===== src/rtl/des_pkg.sv =====
// Shared DES permutation constants and the run-time mode encoding.
// Table entries are 0-based source indices: out[k] = in[TABLE[k]].
package des_pkg;

  localparam int DES_BLK_W = 64;

  typedef enum logic [1:0] {
    IP      = 2'b00,
    FP      = 2'b01,
    SWAP_FP = 2'b10,
    BYPASS  = 2'b11
  } des_perm_mode_t;

  localparam logic [5:0] FP_TABLE [64] = '{
    6'd39, 6'd7, 6'd47, 6'd15, 6'd55, 6'd23, 6'd63, 6'd31,
    6'd38, 6'd6, 6'd46, 6'd14, 6'd54, 6'd22, 6'd62, 6'd30,
    6'd37, 6'd5, 6'd45, 6'd13, 6'd53, 6'd21, 6'd61, 6'd29,
    6'd36, 6'd4, 6'd44, 6'd12, 6'd52, 6'd20, 6'd60, 6'd28,
    6'd35, 6'd3, 6'd43, 6'd11, 6'd51, 6'd19, 6'd59, 6'd27,
    6'd34, 6'd2, 6'd42, 6'd10, 6'd50, 6'd18, 6'd58, 6'd26,
    6'd33, 6'd1, 6'd41, 6'd9,  6'd49, 6'd17, 6'd57, 6'd25,
    6'd32, 6'd0, 6'd40, 6'd8,  6'd48, 6'd16, 6'd56, 6'd24
  };

  localparam logic [5:0] IP_TABLE [64] = '{
    6'd57, 6'd49, 6'd41, 6'd33, 6'd25, 6'd17, 6'd9,  6'd1,
    6'd59, 6'd51, 6'd43, 6'd35, 6'd27, 6'd19, 6'd11, 6'd3,
    6'd61, 6'd53, 6'd45, 6'd37, 6'd29, 6'd21, 6'd13, 6'd5,
    6'd63, 6'd55, 6'd47, 6'd39, 6'd31, 6'd23, 6'd15, 6'd7,
    6'd56, 6'd48, 6'd40, 6'd32, 6'd24, 6'd16, 6'd8,  6'd0,
    6'd58, 6'd50, 6'd42, 6'd34, 6'd26, 6'd18, 6'd10, 6'd2,
    6'd60, 6'd52, 6'd44, 6'd36, 6'd28, 6'd20, 6'd12, 6'd4,
    6'd62, 6'd54, 6'd46, 6'd38, 6'd30, 6'd22, 6'd14, 6'd6
  };

endpackage


===== src/rtl/des_perm_lane.sv =====
// Combinational 64-bit DES bit permutation for one lane, selected by mode.
module des_perm_lane
  import des_pkg::*;
(
  input  logic [63:0]    blk_i,
  input  des_perm_mode_t mode_i,
  output logic [63:0]    blk_o
);

  logic [63:0] swap_s;
  logic [63:0] ip_s;
  logic [63:0] fp_s;
  logic [63:0] fps_s;

  assign swap_s = {blk_i[31:0], blk_i[63:32]};

  // Pure wiring through the constant tables.
  always_comb begin
    ip_s  = '0;
    fp_s  = '0;
    fps_s = '0;
    for (int k = 0; k < 64; k++) begin
      ip_s[k]  = blk_i[IP_TABLE[k]];
      fp_s[k]  = blk_i[FP_TABLE[k]];
      fps_s[k] = swap_s[FP_TABLE[k]];
    end
  end

  // Mode select.
  always_comb begin
    blk_o = blk_i;
    case (mode_i)
      IP:      blk_o = ip_s;
      FP:      blk_o = fp_s;
      SWAP_FP: blk_o = fps_s;
      BYPASS:  blk_o = blk_i;
      default: blk_o = blk_i;
    endcase
  end

endmodule


===== src/rtl/des_perm_pipe.sv =====
// Handshaked multi-lane DES permutation pipeline: stage 1 permutes, later
// stages only delay. Ready ripples combinationally back from OutReady.
module des_perm_pipe
  import des_pkg::*;
#(
  parameter int LANES  = 1,
  parameter int STAGES = 2,
  parameter int CNT_W  = 3
) (
  input  logic                       Clk,
  input  logic                       Rst_n,
  input  logic                       InValid,
  output logic                       InReady,
  input  logic [1:0]                 InMode,
  input  logic [DES_BLK_W*LANES-1:0] DataIn,
  output logic                       OutValid,
  input  logic                       OutReady,
  output logic [DES_BLK_W*LANES-1:0] DataOut,
  output logic [1:0]                 OutMode,
  output logic [CNT_W-1:0]           InFlight,
  input  logic                       Flush
);

  localparam int DW = DES_BLK_W * LANES;

  des_perm_mode_t    in_mode_s;
  logic [DW-1:0]     perm_s;
  logic [STAGES-1:0] load_s;
  logic              acc_s;
  logic              emit_s;

  logic [STAGES-1:0] vld_q, vld_d;
  logic [DW-1:0]     data_q [STAGES];
  logic [DW-1:0]     data_d [STAGES];
  des_perm_mode_t    mode_q [STAGES];
  des_perm_mode_t    mode_d [STAGES];
  logic [CNT_W-1:0]  cnt_q, cnt_d;

  assign in_mode_s = des_perm_mode_t'(InMode);

  for (genvar l = 0; l < LANES; l++) begin : g_lane
    des_perm_lane u_lane (
      .blk_i  (DataIn[DES_BLK_W*l +: DES_BLK_W]),
      .mode_i (in_mode_s),
      .blk_o  (perm_s[DES_BLK_W*l +: DES_BLK_W])
    );
  end

  // A stage can load unless it and every stage after it are full and stalled.
  always_comb begin : load_calc
    logic tail_full;
    tail_full = 1'b1;
    load_s    = '0;
    for (int s = STAGES - 1; s >= 0; s--) begin
      tail_full = tail_full & vld_q[s];
      load_s[s] = OutReady | ~tail_full;
    end
  end

  assign InReady = load_s[0];
  assign acc_s   = InValid & load_s[0];
  assign emit_s  = vld_q[STAGES-1] & OutReady;

  // Next state for the stage registers and occupancy count.
  always_comb begin
    vld_d  = vld_q;
    data_d = data_q;
    mode_d = mode_q;
    cnt_d  = cnt_q;
    if (load_s[0]) begin
      vld_d[0] = InValid;
    end else begin
      vld_d[0] = vld_q[0];
    end
    if (acc_s) begin
      data_d[0] = perm_s;
      mode_d[0] = in_mode_s;
    end else begin
      data_d[0] = data_q[0];
    end
    for (int s = 1; s < STAGES; s++) begin
      if (load_s[s]) begin
        vld_d[s] = vld_q[s-1];
        if (vld_q[s-1]) begin
          data_d[s] = data_q[s-1];
          mode_d[s] = mode_q[s-1];
        end else begin
          data_d[s] = data_q[s];
        end
      end else begin
        vld_d[s] = vld_q[s];
      end
    end
    if (Flush) begin
      vld_d = '0;
      cnt_d = '0;
    end else if (acc_s && !emit_s) begin
      cnt_d = cnt_q + {{(CNT_W-1){1'b0}}, 1'b1};
    end else if (!acc_s && emit_s) begin
      cnt_d = cnt_q - {{(CNT_W-1){1'b0}}, 1'b1};
    end else begin
      cnt_d = cnt_q;
    end
  end

  // Stage registers.
  always_ff @(posedge Clk or negedge Rst_n) begin
    if (!Rst_n) begin
      vld_q <= '0;
      cnt_q <= '0;
      for (int s = 0; s < STAGES; s++) begin
        data_q[s] <= '0;
        mode_q[s] <= IP;
      end
    end else begin
      vld_q  <= vld_d;
      cnt_q  <= cnt_d;
      data_q <= data_d;
      mode_q <= mode_d;
    end
  end

  assign OutValid = vld_q[STAGES-1];
  assign DataOut  = data_q[STAGES-1];
  assign OutMode  = mode_q[STAGES-1];
  assign InFlight = cnt_q;

endmodule


===== config.mk =====
export PLATFORM = sky130hd
export DESIGN_NAME = des_perm_pipe
export DESIGN_NICKNAME = d
export VERILOG_FILES = /design/src/rtl/des_pkg.sv /design/src/rtl/des_perm_lane.sv /design/src/rtl/des_perm_pipe.sv
export SDC_FILE = /design/constraint.sdc
export NUM_CORES = 1
export LEC_CHECK = 0
export ABC_AREA = 1
export CAP_MARGIN = 5
export CORE_UTILIZATION = 40
export CTS_CLUSTER_SIZE = 24
export DETAILED_ROUTE_END_ITERATION = 16
export HOLD_SLACK_MARGIN = 0.15
export PLACE_DENSITY = 0.67
export RECOVER_POWER = 25
export SLEW_MARGIN = 25
export SYNTH_ARGS = -nofsm -noshare
export SYNTH_HDL_FRONTEND = slang
export SYNTH_SLANG_ARGS = --single-unit

===== constraint.sdc =====
create_clock -name Clk -period 1.4 [get_ports Clk]
set_clock_uncertainty 0.05 [all_clocks]
set_input_delay 0.14 -clock Clk [delete_from_list [all_inputs] [get_ports Clk]]
set_output_delay 0.14 -clock Clk [all_outputs]
set_load 0.01 [all_outputs]

==> flow_metrics.py <==
metrics = {
    "outcome": {
        "outcome": "finished, violations left",
        "violations": "negative setup slack",
    },
    "logic_synthesis": {
        "ys_warn_count": 0,
        "synth_seq_area_share_pct": 47.0,
        "synth_cell_types": 22,
        "ys_ff_latch": 137,
        "netlist_area_mm2": 0.00729,
        "syn_area_per_cell_um2": 8.13,
        "netlist_instances": 897,
        "synth_nets": 969,
    },
    "finish": {
        "drive_gt1_share_pct": 21.8,
        "design_area_mm2": 0.0103,
        "final_nets": 1134,
        "area_delta_synth_final_pct": 41.7,
        "regArea_mm2": 0.00343,
        "multi_input_area_mm2": 0.00305,
        "fillCellCount": 1622,
    },
    "setup_path": {
        "critPathKind": "register to register",
        "cp-end-kind": "register",
        "path_max_fanout": 9,
        "crit_required_ns": 1.66,
        "cp-start-kind": "register",
        "cp.arrival_ns": 1.85,
    },
    "timing": {
        "maxSlewHeadroom_pct": 57.2,
        "hold_viol_final": 0,
        "setup_viol": 231,
        "slew_viol_final": 0,
        "setup_ws_ns": -0.190,
        "rsz0062_at_grt": "yes",
        "tightest_slew_ns": 0.642,
        "period_needed_ns": 1.59,
        "final.period_utilization_pct": 114,
        "fmax_mhz": 629,
    },
    "floorplan": {
        "start_util_pct": 40.7,
        "ioPinCount": 142,
        "die_y_um": 137,
        "dieArea_mm2": 0.0188,
        "std_cell_rows": 49,
        "die_w_um": 137,
        "core_mm2": 0.0179,
    },
    "clocking": {
        "numCtsBuffers": 17,
        "cts_buffer_depth": 2,
        "clk_pin_slew_worst_paths_ns": 0.06,
        "htreeDepth": 4,
        "clock-sinks": 137,
        "cts_root_buf": "clkbuf_16",
        "insertion_delay_ns": 0.43,
        "cts_tree": "done",
    },
    "pwr": {
        "p_per_area_mw_per_mm2": 1220,
        "p_leak_nw": 4.91,
        "p_total_mw": 12.6,
        "ir_drop_uv": 788,
    },
    "detailed_routing": {
        "ant_nets": 0,
        "drt-wirelength-per-cell_um": 17.8,
        "drtPass1Iterations": 5,
        "first_iter_violations": 582,
        "drt-vias-per-instance": 5.11,
        "drc": 0,
        "vias": 6668,
        "routed_wl_mm": 23.2,
    },
    "placement": {
        "globalplace.congestion": 0.906,
        "io_buffers": 141,
        "hpwl_mm": 16.2,
        "placed_cell_area_mm2": 0.00913,
    },
    "global_routing": {
        "grt_pass1_vias": 6503,
        "grt_overflow": 0,
        "grt_pass1_wl_mm": 35.4,
        "grt_use_total_pct": 25.7,
        "antenna_found_initial": 1,
        "grt_max_degree": 44,
    },
    "job": {
        "maxCapViolations": 0,
    },
    "worst_hold_path": {
        "holdCritPathClass": "primary input to register",
    },
}
## cells in the final DEF (no fill, tap or decap), types with 48 or more instances in the layout
master / count
nand2_1: 225
dfrtp_1: 136
nor2_1: 123
buf_4: 78
clkdlybuf4s50_1: 69
dlygate4sd2_1: 68
inv_1: 64
o21ai_0: 51
o211ai_1: 48
mux2_2: 48
## metal layers
metal,up-vias,part of all wire (%),global-route usage (%),wire (um)
li1,3148,-,-,-
met1,3210,44,34.9,10200
met2,275,47,40.6,10800
met3,35,7.1,4.85,1640
met4,0,2.3,9.65,540
met5,-,0,0,0
## power by group
part           leakage [nW]  switching [mW]  internal (mW)  total [mW]
clock network         0.293            1.68           2.79        4.46
registers              1.64           0.356           4.65        5.01
logic                  2.98            1.54           1.59        3.12
## cell type report
cell class / instances / area share [%]
repair buffers: 259 / 26.3
flip-flops and latches: 137 / 33.2
clock buffers: 23 / 4.72
inverters: 69 / 2.58
clock inverters: 8 / 0.909
diodes: 1 / 0.0242
multi-input cells: 578 / 29.5
well taps: 229 / 2.77
## metrics by stage
| step | instances | worst slack (ns) | util [%] | hold WS (ns) | setup TNS [ns] |
|---|---|---|---|---|---|
| detailed placement | 1241 | -0.471 | 51.0 | -0.0268 | -36.68 |
| finish | 1304 | -0.190 | 57.7 | 0.321 | -17.58 |
| CTS | 1292 | -0.159 | 56.5 | 0.300 | -8.30 |
| global route | 1304 | -0.256 | 57.7 | 0.359 | -39.63 |
| global placement | 1241 | -0.460 | 51.0 | -0.0254 | -34.31 |
| floorplan | 897 | -0.138 | - | -0.206 | -0.215 |
## cells in the mapped netlist
cell type / number / area share [%]
buf_1: 6 / 0.31
o211ai_1: 48 / 4.9
fa_1: 1 / 0.27
nand3_2: 1 / 0.14
nor3_1: 1 / 0.069
a21oi_1: 16 / 1.1
nand2_1: 233 / 12
inv_1: 65 / 3.3
buf_2: 18 / 1.2
o21ai_1: 6 / 0.41
inv_2: 4 / 0.21
nand2_2: 1 / 0.086
o221ai_1: 1 / 0.12
mux2_2: 48 / 7.4
dfrtp_1: 137 / 47
nor2_4: 1 / 0.15
clkbuf_1: 19 / 0.98
nand3_1: 11 / 0.76
o21ai_0: 77 / 5.3
nor2_1: 130 / 6.7
nand4_1: 3 / 0.26
buf_4: 70 / 7.2
## cells by family after synthesis
family          Yosys count  synth area share [%]
simple gates            381                  20.1
buf+inv                 182                  13.3
compound gates          148                  11.9
flops                   137                  47.0
mux                      48                  7.41
fa+ha+maj                 1                 0.275
## what timing repair did
action                                 in CTS  in global routing
gates cloned                                8                  3
pin swaps                                   8                  5
hold buffers                                2                  0
endpoints found under the hold margin     137                  0
resized for setup                         130                 35
setup endpoints to repair                 167                132
setup buffers                              10                  8
## worst max-delay path, stage by stage, from the launching register on
cell and delay, ns:
dfrtp_1 0.40, nand3_4 0.11, buf_4 0.16, nand2_4 0.10, inv_8 0.07, bufbuf_16 0.27, buf_8 0.13, o211ai_1 0.07
o21ai_1 0.09
## state kept, by name (all words and copies together) (netlist names)
signal / count
mode_q: 2
DataOut: 64
OutMode: 2
data_q: 64
vld_q: 2
InFlight: 3
## worst paths after layout
check                           depth (start not counted)           to  slack (ns)  startpoint
worst max-delay path                                    8  data_q[106]       -0.19    vld_q[0]
worst min-delay path                                    2     vld_q[1]        0.32       Flush
worst max register to register                          8  data_q[106]       -0.19    vld_q[0]
worst min register to register                          2   data_q[69]        0.43  data_q[69]
max in group asynchronous                               4  DataOut[44]       -0.10       Rst_n
min in group asynchronous                               3  InFlight[0]        0.75       Rst_n
Note: power is estimated with default switching activity, not from simulation.
